--- config.mk ---
export PLATFORM = sky130hd
export DESIGN_NAME = mem_responder
export DESIGN_NICKNAME = d
export VERILOG_FILES = /design/src/rtl/mem_responder.sv
export SDC_FILE = /design/constraint.sdc
export NUM_CORES = 2
export LEC_CHECK = 0
export ABC_AREA = 1
export CORE_ASPECT_RATIO = 0.5
export CORE_UTILIZATION = 25
export CTS_CLUSTER_SIZE = 30
export DETAILED_ROUTE_END_ITERATION = 10
export PLACE_DENSITY = 0.42
export REMOVE_ABC_BUFFERS = 1
export SYNTH_ARGS = -nofsm -noshare
export SYNTH_HDL_FRONTEND = slang
export SYNTH_SLANG_ARGS = --single-unit
--- constraint.sdc ---
create_clock -name CLK -period 17 [get_ports CLK]
set_input_delay 2.55 -clock CLK [delete_from_list [all_inputs] [get_ports CLK]]
set_output_delay 2.55 -clock CLK [all_outputs]
set_load 0.005 [all_outputs]
--- src/rtl/mem_responder.sv ---
// mem_responder: memory-side partner of the CPU memory port.
//   Holds the MAR and a 2**ADDR_W byte RAM. After reset, a boot loader streams a program
//   into RAM from address 0 over a valid/ready byte interface. The CPU is held in reset
//   until loading completes.
// Ports:
//   CLK, rst              clock, synchronous active-high reset
//   bus                   CPU bus: [ADDR_W-1:0] = address, [7:0] = write data
//   mem_mar_we/mem_ram_we CPU strobes: load MAR / write RAM[MAR]
//   mem_out               RAM[MAR] (combinational), zero while loading
//   load_valid/_data/_last, load_ready   loader byte stream
//   reload                pulse in RUN: restart loading
//   cpu_rst               CPU reset, high while loading
//   load_ptr              next loader write address
module mem_responder #(
   parameter int unsigned ADDR_W = 8
) (
   input  logic              CLK,
   input  logic              rst,
   input  logic [15:0]       bus,
   input  logic              mem_mar_we,
   input  logic              mem_ram_we,
   output logic [7:0]        mem_out,
   input  logic              load_valid,
   input  logic [7:0]        load_data,
   input  logic              load_last,
   output logic              load_ready,
   input  logic              reload,
   output logic              cpu_rst,
   output logic [ADDR_W-1:0] load_ptr
);

   localparam int unsigned DEPTH = 1 << ADDR_W;
   localparam logic [ADDR_W-1:0] PtrMax = ADDR_W'(DEPTH - 1);

   typedef enum logic [0:0] {StLoad, StRun} state_e;

   state_e            state_q, state_d;
   logic [ADDR_W-1:0] ptr_q, ptr_d;
   logic [ADDR_W-1:0] mar_q, mar_d;
   logic [7:0]        ram_q [DEPTH];

   logic              ram_we;
   logic [ADDR_W-1:0] ram_waddr;
   logic [7:0]        ram_wdata;

   // Bus bits above the data byte only matter as address bits for wide ADDR_W.
   logic unused_bus;
   assign unused_bus = ^bus[15:8];

   always_comb begin
      state_d   = state_q;
      ptr_d     = ptr_q;
      mar_d     = mar_q;
      ram_we    = 1'b0;
      ram_waddr = ptr_q;
      ram_wdata = load_data;
      unique case (state_q)
         StLoad: begin
            // load_ready is high throughout LOAD, so valid alone means accept.
            if (load_valid) begin
               ram_we = 1'b1;
               ptr_d  = ptr_q + 1'b1;  // wraps to 0 after the last address
               if (load_last || ptr_q == PtrMax) begin
                  state_d = StRun;
               end
            end
         end
         StRun: begin
            // The write always uses the MAR value from before this edge.
            if (mem_ram_we) begin
               ram_we    = 1'b1;
               ram_waddr = mar_q;
               ram_wdata = bus[7:0];
            end
            if (reload) begin
               state_d = StLoad;
               ptr_d   = '0;
               mar_d   = '0;
            end else if (mem_mar_we) begin
               mar_d = bus[ADDR_W-1:0];
            end
         end
         default: state_d = StLoad;
      endcase
   end

   always_ff @(posedge CLK) begin
      if (rst) begin
         state_q <= StLoad;
         ptr_q   <= '0;
         mar_q   <= '0;
      end else begin
         state_q <= state_d;
         ptr_q   <= ptr_d;
         mar_q   <= mar_d;
      end
   end

   // RAM is deliberately not cleared by reset; a partial load stays visible.
   always_ff @(posedge CLK) begin
      if (!rst && ram_we) begin
         ram_q[ram_waddr] <= ram_wdata;
      end
   end

   always_comb begin
      load_ready = (state_q == StLoad);
      cpu_rst    = (state_q == StLoad);
      load_ptr   = ptr_q;
      mem_out    = (state_q == StRun) ? ram_q[mar_q] : 8'h00;
   end

endmodule

==> flow_summary.ini <==
[run_status]
outcome = complete, no violations

[floorplanning]
chipHeight_um = 413
die_area_mm2 = 0.340
row_count = 150
io_pins = 49
die_w_um = 824
core_area_mm2 = 0.335
start_util = 0.252

[timing]
holdWs_ps = 499
setup_tns_ps = 0
fmax_mhz = 102
worst_slack_ps = 7200
rsz0062_at_grt = no
max_slew_margin = 0.184
fin_crit_ps = 9800
setup_viol = 0
worstMarginPinSlew_ps = 1220
hold_viol = 0
timing.final.crit_share = 0.576
fin_skew_ps = 39.0
slew_viol_final = 0

[route]
drcViolationCount = 0
drt_first_pass_iters = 6
routed_wl_um = 262000
initialDrtViolationCount = 4541
num_vias = 53300
antenna_left = 0
wire_per_inst_um = 22.4
routed_via_density = 4.57

[logic_synthesis]
synth_edf_count = 2048
synth.distinct_cells = 30
synthXorXnorAreaFrac = 0
ys_warn_count = 0
synth_top_family_by_area = simple AND/OR/NAND/NOR gates
synth_top_area_cell = edfxtp_1
async_flop_share = 0
synthFlopType = edfxtp_1
muxShareOfSynthArea = 0
synth-adder-area-share = 0.000148
yosysSeqAreaShare = 0.734
synth_simple_gate_area_frac = 0.227
synth_cells = 7160
synth-compound-area-share = 0.00641
ys_ff_latch = 2073
synthTopCellsByArea = edfxtp_1, nand3_1, nand2_1
synth_top_area_share = 0.728
synthesis.area_mm2 = 0.0845
syn_area_per_cell_um2 = 11.8

[setup_path]
crit_chain = buf_12, buf_4, buf_4, buf_4, nand2_1, nand3_1, nand3_1, nand3_1, nand3_1, nand3_1, nand2_1, nor2_1, nor2_1, nor2_1, clkdlybuf4s50_1
regToRegStartpoint = state_q
cpPeakStageDelay_ps = 850
path_max_fanout = 157
required_ps = 14450
rrSetupSlack_ps = 12440
critPathSlowestCell = buf_4
critical_path.top_delay_family = buffers and inverters
reg2reg_depth = 9
crit_arrival_ps = 7250
endpoint_kind = primary output
r2r_end = ram_q[229][4]
worstSetupPathType = register to primary output
crit_top_cell = nand3_1
cp_num_buf_inv = 5
critPathLaunchType = register

[min_path]
hold_class = register to register
min_from = mar_q[1]
hold_depth = 2

[global_routing]
track_usage = 0.149
grt_pass1_vias = 51300
grt_pass1_wl_um = 378000
grt_overflow = 0
grt_max_degree = 197
grt_antenna_before_repair = 9

[cts]
hold_buffers = 0
clk_latency_ps = 900
clkSlewWorstSetupHoldPaths_ps = 60
cts_tree = done
cts-root-buf = clkbuf_16
h-tree-depth = 4
post-cts-setup-buffers = 0
cts_resized = 0
clk_path_buf_depth = 4
numCtsBuffers = 219
cts.sinks = 2073

[cells_and_area]
fin_cells = 11700
drive_gt1_frac = 0.0601
final_nets = 7059
area_delta_synth_final_pct = 13.1
fin_area_mm2 = 0.0956

[pwr]
p_per_area_mw_per_mm2 = 111
p_leak_nw = 31.6
ir_worst_vdd_mv = 0.0735

[flow_run]
maxCapViolCount = 0

[placement]
dp_hpwl_um = 141000
gp_congestion = 0.758
dp_slack_ps = 8110
placed_cell_area_mm2 = 0.0890
portBuffers = 40
place_inst = 11300
[layer usage]
layer	wire length (um)	track usage
met1	123000	0.213
met5	0	0
met2	120000	0.240
met4	7370	0.0421
met3	11900	0.0184
[power by group]
group	total, mW	switching, mW	internal, mW
clock network	4.57	2.03	2.55
logic	0.395	0.326	0.0696
registers	5.67	0.00587	5.67
total	10.6	2.36	8.28
[metrics by stage]
step / power, mW / utilization
finish: 10.6 / 0.285
global placement: 6.18 / 0.266
CTS: 10.8 / 0.285
detailed placement: 6.18 / 0.266
global route: 11.0 / 0.285
floorplan: 6.10 / -
[layout make-up]
cell class / count / area (um^2)
timing repair buffer: 135 / 1250
antenna: 1 / 2.50
clock buffer: 273 / 5770
multi-input combinational: 4537 / 19900
clock inverter: 110 / 790
tap: 4484 / 5610
sequential: 2073 / 62000
inverter: 61 / 265
fill: 34500 / 240000
[flip-flops by register name, summed over array words and instances (netlist names), named ones only]
signal	cells
ram_q	2048
load_ptr	8
mar_q	8
state_q	1
[Yosys cell counts (2+ instances only)]
master,instances
nand3_1,1939
buf_8,3
o21ai_2,4
nand2_2,5
nor2_2,4
nor2_1,366
edfxtp_1,2048
nor3_1,6
nor3b_1,2
buf_2,252
dfxtp_1,25
buf_4,74
buf_6,8
clkbuf_1,90
nand2_1,2099
inv_1,57
o21ai_1,3
a21oi_1,31
inv_2,3
o22ai_1,16
or2_2,12
o21ai_0,44
buf_1,62
[kinds of logic after synthesis]
| family | after synthesis |
|---|---|
| AND/OR/NAND/NOR | 4436 |
| flip-flops | 2073 |
| buffers and inverters | 550 |
| AO/OA/AOI/OAI | 100 |
| adder cells (fa/ha/maj) | 1 |
[tightest hold or removal path, cell delays in order (launching register included)]
cell     delay (ps)
dfxtp_1         310
nand3_1          70
a21oi_1          70
[cells in the final DEF (no fill, tap or decap), types with 2 or more instances in the layout]
cell             count
inv_2                2
o21ai_2              4
clkbuf_1            50
clkbuf_16          223
edfxtp_1          2048
clkinv_8             2
nor3b_1              2
nand3_1           1939
nor3_2               2
a21oi_1             30
buf_4               84
inv_1               55
nand2_1           2083
o21ai_4              8
nor2_1             366
nand2_2             21
clkinv_2            30
buf_12              11
or2_2               12
bufinv_16           11
o22ai_1             16
o21ai_1              3
nor2_2               4
dfxtp_4              5
nor3_1               4
clkinv_1            61
clkinvlp_4           4
dfxtp_1             19
inv_6                2
clkdlybuf4s50_1     40
inv_8                2
o21ai_0             36
[worst max path at each step]
stage	startpoint	to	slack, ps	depth (start not counted)
after floorplan	register	mem_out[3]	-31250	11
after global placement	register	mem_out[2]	8050	15
after detailed placement	register	mem_out[0]	8110	15
after CTS	register	mem_out[2]	7120	15
after global routing	register	mem_out[3]	6910	15
final	register	mem_out[2]	7200	15
Power figures use the tool's default switching activity.
